--- src/rtl/count_pkg.sv ---
// Shared definitions for the count input-conditioning stage and the l2 pulse counter.
// State codes are exported both as 2-bit localparams and as an enum type.
package count_pkg;

  localparam int STATE_W = 2;

  localparam logic [STATE_W-1:0] ST_LOW      = 2'b00;
  localparam logic [STATE_W-1:0] ST_RISE_CHK = 2'b01;
  localparam logic [STATE_W-1:0] ST_HIGH     = 2'b10;
  localparam logic [STATE_W-1:0] ST_FALL_CHK = 2'b11;

  typedef enum logic [STATE_W-1:0] {
    S_LOW      = ST_LOW,
    S_RISE_CHK = ST_RISE_CHK,
    S_HIGH     = ST_HIGH,
    S_FALL_CHK = ST_FALL_CHK
  } cond_state_t;

  localparam int DEF_DEBOUNCE_CYCLES = 3;
  localparam int DEF_LONG_CYCLES     = 100;

endpackage

--- src/rtl/sync_2ff.sv ---
// Two-flop synchroniser for asynchronous input pins, width-parameterised.
// Async active-high reset clears both stages.
module sync_2ff #(
  parameter int WIDTH = 1
) (
  input  logic             clk,
  input  logic             rst,
  input  logic [WIDTH-1:0] d,
  output logic [WIDTH-1:0] q
);

  logic [WIDTH-1:0] s1;

  always_ff @(posedge clk or posedge rst) begin
    if (rst) begin
      s1 <= '0;
      q  <= '0;
    end else begin
      s1 <= d;
      q  <= s1;
    end
  end

endmodule

--- src/rtl/count_conditioner.sv ---
// Synchronises and debounces the raw count line, producing a clean level,
// single-cycle rise/fall pulses and a once-per-press long_press pulse.
module count_conditioner
  import count_pkg::*;
#(
  parameter int DEBOUNCE_CYCLES = DEF_DEBOUNCE_CYCLES,
  parameter int LONG_CYCLES     = DEF_LONG_CYCLES,
  localparam int CNT_W          = $clog2(LONG_CYCLES + 1)
) (
  input  logic       clk,
  input  logic       rst,
  input  logic       count_raw,
  output logic       count_out,
  output logic       rise,
  output logic       fall,
  output logic       long_press,
  output logic [1:0] s_out
);

  localparam logic [CNT_W-1:0] DEB_LAST = CNT_W'(DEBOUNCE_CYCLES - 1);
  localparam logic [CNT_W-1:0] LONG_MAX = CNT_W'(LONG_CYCLES);
  localparam logic [CNT_W-1:0] LONG_PRE = CNT_W'(LONG_CYCLES - 1);

  logic             s2;
  cond_state_t      state, state_n;
  logic [CNT_W-1:0] deb_cnt, deb_cnt_n;
  logic [CNT_W-1:0] hold_cnt, hold_cnt_n;
  logic             count_out_n, rise_n, fall_n, long_press_n;

  sync_2ff #(.WIDTH(1)) u_sync (
    .clk (clk),
    .rst (rst),
    .d   (count_raw),
    .q   (s2)
  );

  always_ff @(posedge clk or posedge rst) begin
    if (rst) begin
      state      <= S_LOW;
      deb_cnt    <= '0;
      hold_cnt   <= '0;
      count_out  <= 1'b0;
      rise       <= 1'b0;
      fall       <= 1'b0;
      long_press <= 1'b0;
    end else begin
      state      <= state_n;
      deb_cnt    <= deb_cnt_n;
      hold_cnt   <= hold_cnt_n;
      count_out  <= count_out_n;
      rise       <= rise_n;
      fall       <= fall_n;
      long_press <= long_press_n;
    end
  end

  always_comb begin
    state_n      = state;
    deb_cnt_n    = deb_cnt;
    hold_cnt_n   = hold_cnt;
    count_out_n  = count_out;
    rise_n       = 1'b0;
    fall_n       = 1'b0;
    long_press_n = 1'b0;

    // Hold time accrues across a pending fall so a bounce cannot delay long_press.
    if (state == S_HIGH || state == S_FALL_CHK) begin
      if (hold_cnt != LONG_MAX) hold_cnt_n = hold_cnt + 1'b1;
      if (hold_cnt == LONG_PRE) long_press_n = 1'b1;
    end

    unique case (state)
      S_LOW: begin
        if (s2) begin
          state_n   = S_RISE_CHK;
          deb_cnt_n = '0;
        end
      end
      S_RISE_CHK: begin
        if (!s2) begin
          state_n = S_LOW;
        end else if (deb_cnt == DEB_LAST) begin
          state_n     = S_HIGH;
          rise_n      = 1'b1;
          count_out_n = 1'b1;
          hold_cnt_n  = '0;
        end else begin
          deb_cnt_n = deb_cnt + 1'b1;
        end
      end
      S_HIGH: begin
        if (!s2) begin
          state_n   = S_FALL_CHK;
          deb_cnt_n = '0;
        end
      end
      S_FALL_CHK: begin
        if (s2) begin
          state_n = S_HIGH;
        end else if (deb_cnt == DEB_LAST) begin
          state_n     = S_LOW;
          fall_n      = 1'b1;
          count_out_n = 1'b0;
          hold_cnt_n  = '0;
        end else begin
          deb_cnt_n = deb_cnt + 1'b1;
        end
      end
      default: state_n = S_LOW;
    endcase
  end

  assign s_out = state;

endmodule

--- config.mk ---
export PLATFORM = sky130hd
export DESIGN_NAME = count_conditioner
export DESIGN_NICKNAME = d
export VERILOG_FILES = /design/src/rtl/count_pkg.sv /design/src/rtl/sync_2ff.sv /design/src/rtl/count_conditioner.sv
export SDC_FILE = /design/constraint.sdc
export NUM_CORES = 1
export LEC_CHECK = 0
export ABC_AREA = 1
export ABC_CLOCK_PERIOD_IN_PS = 4400
export BUFFER_PORTS_ARGS = -buffer_cell sky130_fd_sc_hd__buf_4
export CAP_MARGIN = 20
export CORE_UTILIZATION = 62
export CTS_CLUSTER_SIZE = 24
export DETAILED_ROUTE_END_ITERATION = 7
export PLACE_DENSITY = 0.82
export SLEW_MARGIN = 5
export SYNTH_ARGS = -nofsm -noshare
export SYNTH_HDL_FRONTEND = slang
export SYNTH_HIERARCHICAL = 1
export SYNTH_SLANG_ARGS = --single-unit
--- constraint.sdc ---
create_clock -name clk -period 4.4 [get_ports clk]
set_clock_uncertainty 0.15 [all_clocks]
set_input_delay 0.44 -clock clk [delete_from_list [all_inputs] [get_ports clk]]
set_output_delay 0.44 -clock clk [all_outputs]
set_load 0.01 [all_outputs]
==> results.py, run 1 <==
metrics = {
    "outcome": {
        "outcome": "complete, no violations",
    },
    "setup_path": {
        "reg2reg_to": "hold_cnt[4]",
        "cp-start-kind": "register",
        "end_kind": "register",
        "rr_worst_depth": 9,
        "critPathRequiredTime_ns": 4.45,
        "r2r_slack_ns": 2.75,
        "path_class": "reg2reg",
        "cp-endpoint": "hold_cnt[4]",
        "worstPathArrival_ns": 1.70,
        "crit_path_max_fanout": 6,
        "timing.critical_path.from": "deb_cnt[0]",
        "r2r-start": "deb_cnt[0]",
    },
    "global_routing": {
        "overflow": 0,
        "grt_pass1_vias": 770,
        "grt_antenna_before_repair": 0,
        "grt_max_degree": 21,
        "grt_pass1_wl_mm": 3.24,
        "grt_usage_pct": 22.1,
    },
    "power": {
        "ir_worst_vdd_v": 0.000321,
        "p_per_area_nw_per_um2": 510,
        "leakagePower_uw": 0.000678,
    },
    "cells_and_area": {
        "top_regs": "deb_cnt (7), hold_cnt (7)",
        "seq_area_um2": 551,
        "multi_input_area_um2": 517,
        "nNetsFinal": 161,
        "syn_to_final_growth_pct": 7.44,
        "nFillCells": 149,
        "drive_above_1_share_pct": 17.8,
        "diodes": 0,
    },
    "clock_tree": {
        "ctsHoldBuffers": 1,
        "worstSkewPairLatency_ns": 0.31,
        "h-tree-depth": 1,
        "cts_buffers": 3,
        "clock_sinks": 22,
        "cts_resized": 0,
        "cts_tree": "done",
        "clkTransAtPathRegs_ns": 0.12,
        "cts-root-buf": "clkbuf_4",
        "cts_setup_buffers": 0,
        "clk_path_buf_depth": 2,
    },
    "place": {
        "place_hpwl_mm": 1.47,
        "pre_cts_slack_ns": 2.78,
        "gp_congestion": 0.885,
        "portBuffers": 8,
    },
    "route": {
        "ant_nets": 0,
        "dr.first_iter.drc_count": 20,
        "avgRoutedWirePerCell_um": 11.2,
        "num_vias": 893,
        "avgViaCountPerCell": 5.05,
        "dr.pass1.iters": 4,
        "routed_wl_mm": 1.98,
        "drc": 0,
    },
    "synth": {
        "synth_commonest_cells": "nand2_1 (37), dfrtp_1 (22), inv_1 (20)",
        "syn_inst": 144,
        "synth_top_family_by_area": "simple AND/OR/NAND/NOR gates",
        "async_flop_share_pct": 100,
        "yosysMostFrequentCell": "nand2_1",
        "yosysTopAreaCell": "dfrtp_1",
        "synth_top_area_share_pct": 46.1,
        "synth_area_leaders": "dfrtp_1 (46%), nand2_1 (12%), inv_1 (6.3%)",
        "synth_warnings": 6,
        "synthFlopType": "dfrtp_1",
        "synthXorXnorAreaFrac_pct": 5.03,
        "syn_area_per_cell_um2": 8.29,
        "ys_ff_latch": 22,
        "syn_area_um2": 1190,
        "synth_nets": 151,
        "synth_cell_type_count": 27,
        "synthAdderAreaFrac_pct": 4.19,
        "synthMuxAreaShare_pct": 0,
        "synth_compound_area_share_pct": 5.77,
        "synth_edf_count": 0,
        "synth-seq-area-share_pct": 46.1,
        "synth-simple-area-share_pct": 28.3,
    },
    "timing": {
        "slew_headroom_pct": 49.9,
        "finalHoldViolCount": 0,
        "max_slew.worst_pin.slew_ns": 0.750,
        "setup_violations": 0,
        "fmaxAchievable_mhz": 606,
        "worst_slack_ns": 2.75,
        "min_period_over_period_pct": 37.5,
        "post-route-min-period_ns": 1.65,
        "rsz0062_at_grt": "no",
        "fin_setup_tns_ns": 0,
        "final_max_slew_viol_count": 0,
    },
    "floorplanning": {
        "start_util_pct": 67.7,
        "pin_count": 9,
        "core_um2": 1760,
        "rows": 15,
        "die_h_um": 45.9,
        "die_area_um2": 2100,
        "chipWidth_um": 45.9,
    },
    "min_path": {
        "min_path_type": "in2reg",
    },
    "flow_run": {
        "max_cap_viol_count": 0,
    },
}
[power breakdown]
group | switching [uW] | internal (uW)
clock | 56.9 | 32.0
combinational | 146 | 98.1
sequential | 71.7 | 250
[per-stage QoR]
| step | total power (uW) | utilization (%) | area, um2 | hold WS, ns | std cells |
|---|---|---|---|---|---|
| final | 654 | 72.7 | 1280 | 0.0881 | 177 |
| after global routing | 707 | 72.7 | 1280 | 0.0754 | 177 |
| after CTS | 656 | 72.7 | 1280 | 0.0850 | 177 |
| after detailed placement | 567 | 70.9 | 1250 | 0.160 | 173 |
| after global placement | 555 | 70.9 | 1250 | 0.155 | 173 |
| after floorplan | 523 | - | 1190 | 0.0312 | 144 |
[routing by layer]
layer,routed length (um),track usage (%)
met1,946,28.5
met2,933,35.2
met3,57,4.76
met4,41,10.6
met5,0,0
[cells by family after synthesis]
logic type,after synthesis
AND/OR/NAND/NOR,73
buffers and inverters,28
XOR/XNOR,6
AO/OA/AOI/OAI,11
flip-flops,22
adder cells (fa/ha/maj),4
[critical path, stage by stage (launching register included)]
cell and delay, ns:
dfrtp_1 0.46, inv_1 0.10, ha_1 0.14, inv_1 0.04, nor2_2 0.12, nand2_4 0.08
nor2_4 0.16, nand2_2 0.11, inv_1 0.13, nor2_1 0.06
[placed cells by master (no fill, tap or decap)]
cell type and count:
nand2_1 37, dfrtp_1 22, inv_1 20, nand3_1 13, nor2_1 9, buf_4 8, xor2_1 4, a21oi_1 4
ha_1 4, inv_2 3, nand2_2 3, o21ai_2 3, nand4_1 3, clkbuf_4 3, nor2_2 2, o21ai_0 2
nor3_1 2, nand3_2 1, clkinv_2 1, nand2_4 1, xnor2_2 1, nor2_4 1, nand3b_1 1, xnor2_1 1
o211ai_1 1, o21ai_1 1, dlygate4sd3_1 1
[worst min-delay path by stage]
stage | start | end | slack, ns | depth (start not counted)
after global routing | count_raw | u_sync/s1 | 0.08 | 1
after detailed placement | rst | u_sync/q | 0.16 | 2
after floorplan | rst | u_sync/q | 0.03 | 1
after CTS | count_raw | u_sync/s1 | 0.08 | 1
final | count_raw | u_sync/s1 | 0.09 | 1
after global placement | rst | u_sync/s1 | 0.16 | 2
[layout make-up]
class | instances | area share [%]
sequential | 22 | 42.9
multi-input combinational | 94 | 40.3
inverter | 24 | 7.12
clock buffer | 3 | 1.76
timing repair buffer | 9 | 5.46
tap | 25 | 2.44
No activity file was read; power rests on OpenSTA's default activity.
==> run 2: changes to the inputs <==
- ABC_CLOCK_PERIOD_IN_PS: 4400 -> 1400
- CORE_UTILIZATION: 62 -> 52
- PLACE_DENSITY: 0.82 -> 0.73
- clock period: 4.4 -> 1.4 ns (I/O delays scaled with it)
==> run 2 against run 1 <==
Effect of this change: the run now ends with negative setup slack left; wire length is 27% higher; first-iteration DRC count decreased by 20%; worst hold slack improved by 0.012 ns; critical endpoint is now hold_cnt[1]; highest routed layer unchanged.
==> results.py, run 2 (synthesis gave the netlist of run 1 again) <==
metrics = {
    "floorplanning": {
        "chipWidth_um": 49.9,
        "die_h_um": 49.9,
        "die_area_um2": 2490,
        "rows": 16,
        "core_um2": 2060,
        "pin_count": 9,
        "start_util_pct": 57.9,
    },
    "setup_path": {
        "critPathMaxStageDelay_ns": 0.41,
        "timing.critical_path.from": "deb_cnt[0]",
        "cp_top_family": "simple AND/OR/NAND/NOR gates",
        "cp-start-kind": "register",
        "crit_buf_inv": 3,
        "path_cells": "inv_2, ha_4, inv_2, nor2_4, nand2_4, nor2_4, nand2_4, o211ai_1, inv_1",
        "worstPathArrival_ns": 1.51,
        "worst_path_max_delay_cell": "dfrtp_1",
        "r2r-start": "deb_cnt[0]",
        "critPathRequiredTime_ns": 1.45,
        "path_class": "reg2reg",
        "end_kind": "register",
        "crit_path_max_fanout": 5,
    },
    "min_path": {
        "min_path_type": "in2async",
    },
    "power": {
        "p_int_uw": 1430,
        "finalPower_uw": 2460,
        "leakagePower_uw": 0.000791,
        "p_switching_uw": 1030,
        "power_frac_clock_pct": 11.1,
        "sequentialPowerShare_pct": 38.2,
        "switching_share_pct": 42.0,
        "ir_worst_vdd_v": 0.00120,
        "p_comb_share_pct": 50.7,
        "p_per_area_nw_per_um2": 1590,
    },
    "timing": {
        "fmaxAchievable_mhz": 685,
        "rsz0062_at_grt": "yes",
        "min_period_over_period_pct": 104,
        "slew_headroom_pct": 81.7,
        "finalHoldViolCount": 0,
        "fin_setup_tns_ns": -0.460,
        "max_slew.worst_pin.slew_ns": 0.274,
        "final_max_slew_viol_count": 0,
        "worst_slack_ns": -0.0593,
        "setup_violations": 13,
        "post-route-min-period_ns": 1.46,
    },
    "cells_and_area": {
        "syn_to_final_growth_pct": 29.4,
        "top_regs": "deb_cnt (7), hold_cnt (7)",
        "layout_commonest_cell": "nand2_1",
        "drive_above_1_share_pct": 36.8,
        "multi_input_area_um2": 623,
        "nFillCells": 149,
        "seq_area_um2": 552,
        "diodes": 0,
        "final_cell_mix": "nand2_1 (33), buf_4 (22), dfrtp_1 (21)",
        "fin_cells": 198,
        "nNetsFinal": 180,
    },
    "place": {
        "dp_cells": 189,
        "place_hpwl_mm": 1.73,
        "pre_cts_slack_ns": -0.0908,
        "gp_congestion": 0.875,
        "portBuffers": 8,
    },
    "global_routing": {
        "top_usage_layer": "met2",
        "grt.met2_usage_pct": 38.3,
        "grt_max_degree": 12,
        "grt_pass1_vias": 948,
        "grt_use_met3_pct": 1.85,
        "grt_pass1_wl_mm": 4.14,
        "grt_antenna_before_repair": 0,
        "grt_usage_pct": 22.1,
        "overflow": 0,
        "grt_use_met1_pct": 28.9,
    },
    "route": {
        "ant_nets": 0,
        "dr.pass1.iters": 4,
        "num_vias": 1020,
        "avgViaCountPerCell": 5.15,
        "routed_wl_mm": 2.51,
        "avgRoutedWirePerCell_um": 12.7,
        "dr.first_iter.drc_count": 16,
        "drc": 0,
    },
    "clock_tree": {
        "clk_path_buf_depth": 2,
        "clock_sinks": 22,
        "cts_buffers": 3,
        "h-tree-depth": 1,
        "cts-root-buf": "clkbuf_4",
        "clkTransAtPathRegs_ns": 0.11,
        "cts_tree": "done",
        "worstSkewPairLatency_ns": 0.30,
    },
    "outcome": {
        "failed_checks": "negative setup slack",
        "outcome": "finished with violations",
    },
    "flow_run": {
        "max_cap_viol_count": 0,
    },
}
-- run 2: power groups by stage --
stage	Combinational [uW]	Sequential, uW	Clock (uW)
after CTS	1180	931	285
after global placement	983	929	0
after floorplan	720	937	0
final	1250	939	274
after global routing	1390	951	313
after detailed placement	1010	938	0
-- run 2: final cells by class --
type / count / share of cell area [%]
Clock buffer: 3 / 1.46
Tap cell: 27 / 2.19
Multi-Input combinational cell: 95 / 40.4
Timing Repair Buffer: 27 / 14.2
Inverter: 24 / 6.08
Sequential cell: 22 / 35.7
-- run 2: through the flow --
step / hold WS [ns] / util (%) / cell area, um2
final: 0.0998 / 74.9 / 1540
after global routing: 0.108 / 74.9 / 1540
after CTS: 0.0718 / 72.6 / 1500
after detailed placement: -0.140 / 66.2 / 1370
after global placement: -0.145 / 66.2 / 1370
after floorplan: -0.269 / - / 1200
-- run 2: worst paths after layout --
check | to | slack, ns | cells after the start
max | hold_cnt[1] | -0.06 | 9
min | u_sync/s1 | 0.1 | 3
max reg2reg | hold_cnt[1] | -0.06 | 9
min reg2reg | u_sync/q | 0.22 | 0
max in group asynchronous | asynchronous set/reset pin | 0.67 | 4
min in group clk | u_sync/q | 0.22 | 0
-- run 2: metal layers --
layer / wire length (um) / part of all wire (%)
met1: 1050 / 42
met2: 1350 / 54
met3: 78 / 3.1
met4: 27 / 1.1
met5: 0 / 0
-- run 2: worst register-to-register path, cell delays in order, from the launching register on --
cell,delay [ns]
dfrtp_1,0.41
inv_2,0.08
ha_4,0.12
inv_2,0.04
nor2_4,0.08
nand2_4,0.06
nor2_4,0.18
nand2_4,0.11
o211ai_1,0.09
inv_1,0.05
-- run 2: timing repair --
action                     in CTS  in global routing
buffers inserted                2                  1
setup endpoints to repair      17                 19
hold endpoints to repair       23                  0
cloned                          1                  0
hold buffers                    2                  0
gates resized for setup        14                 12
pin swaps                       5                 10
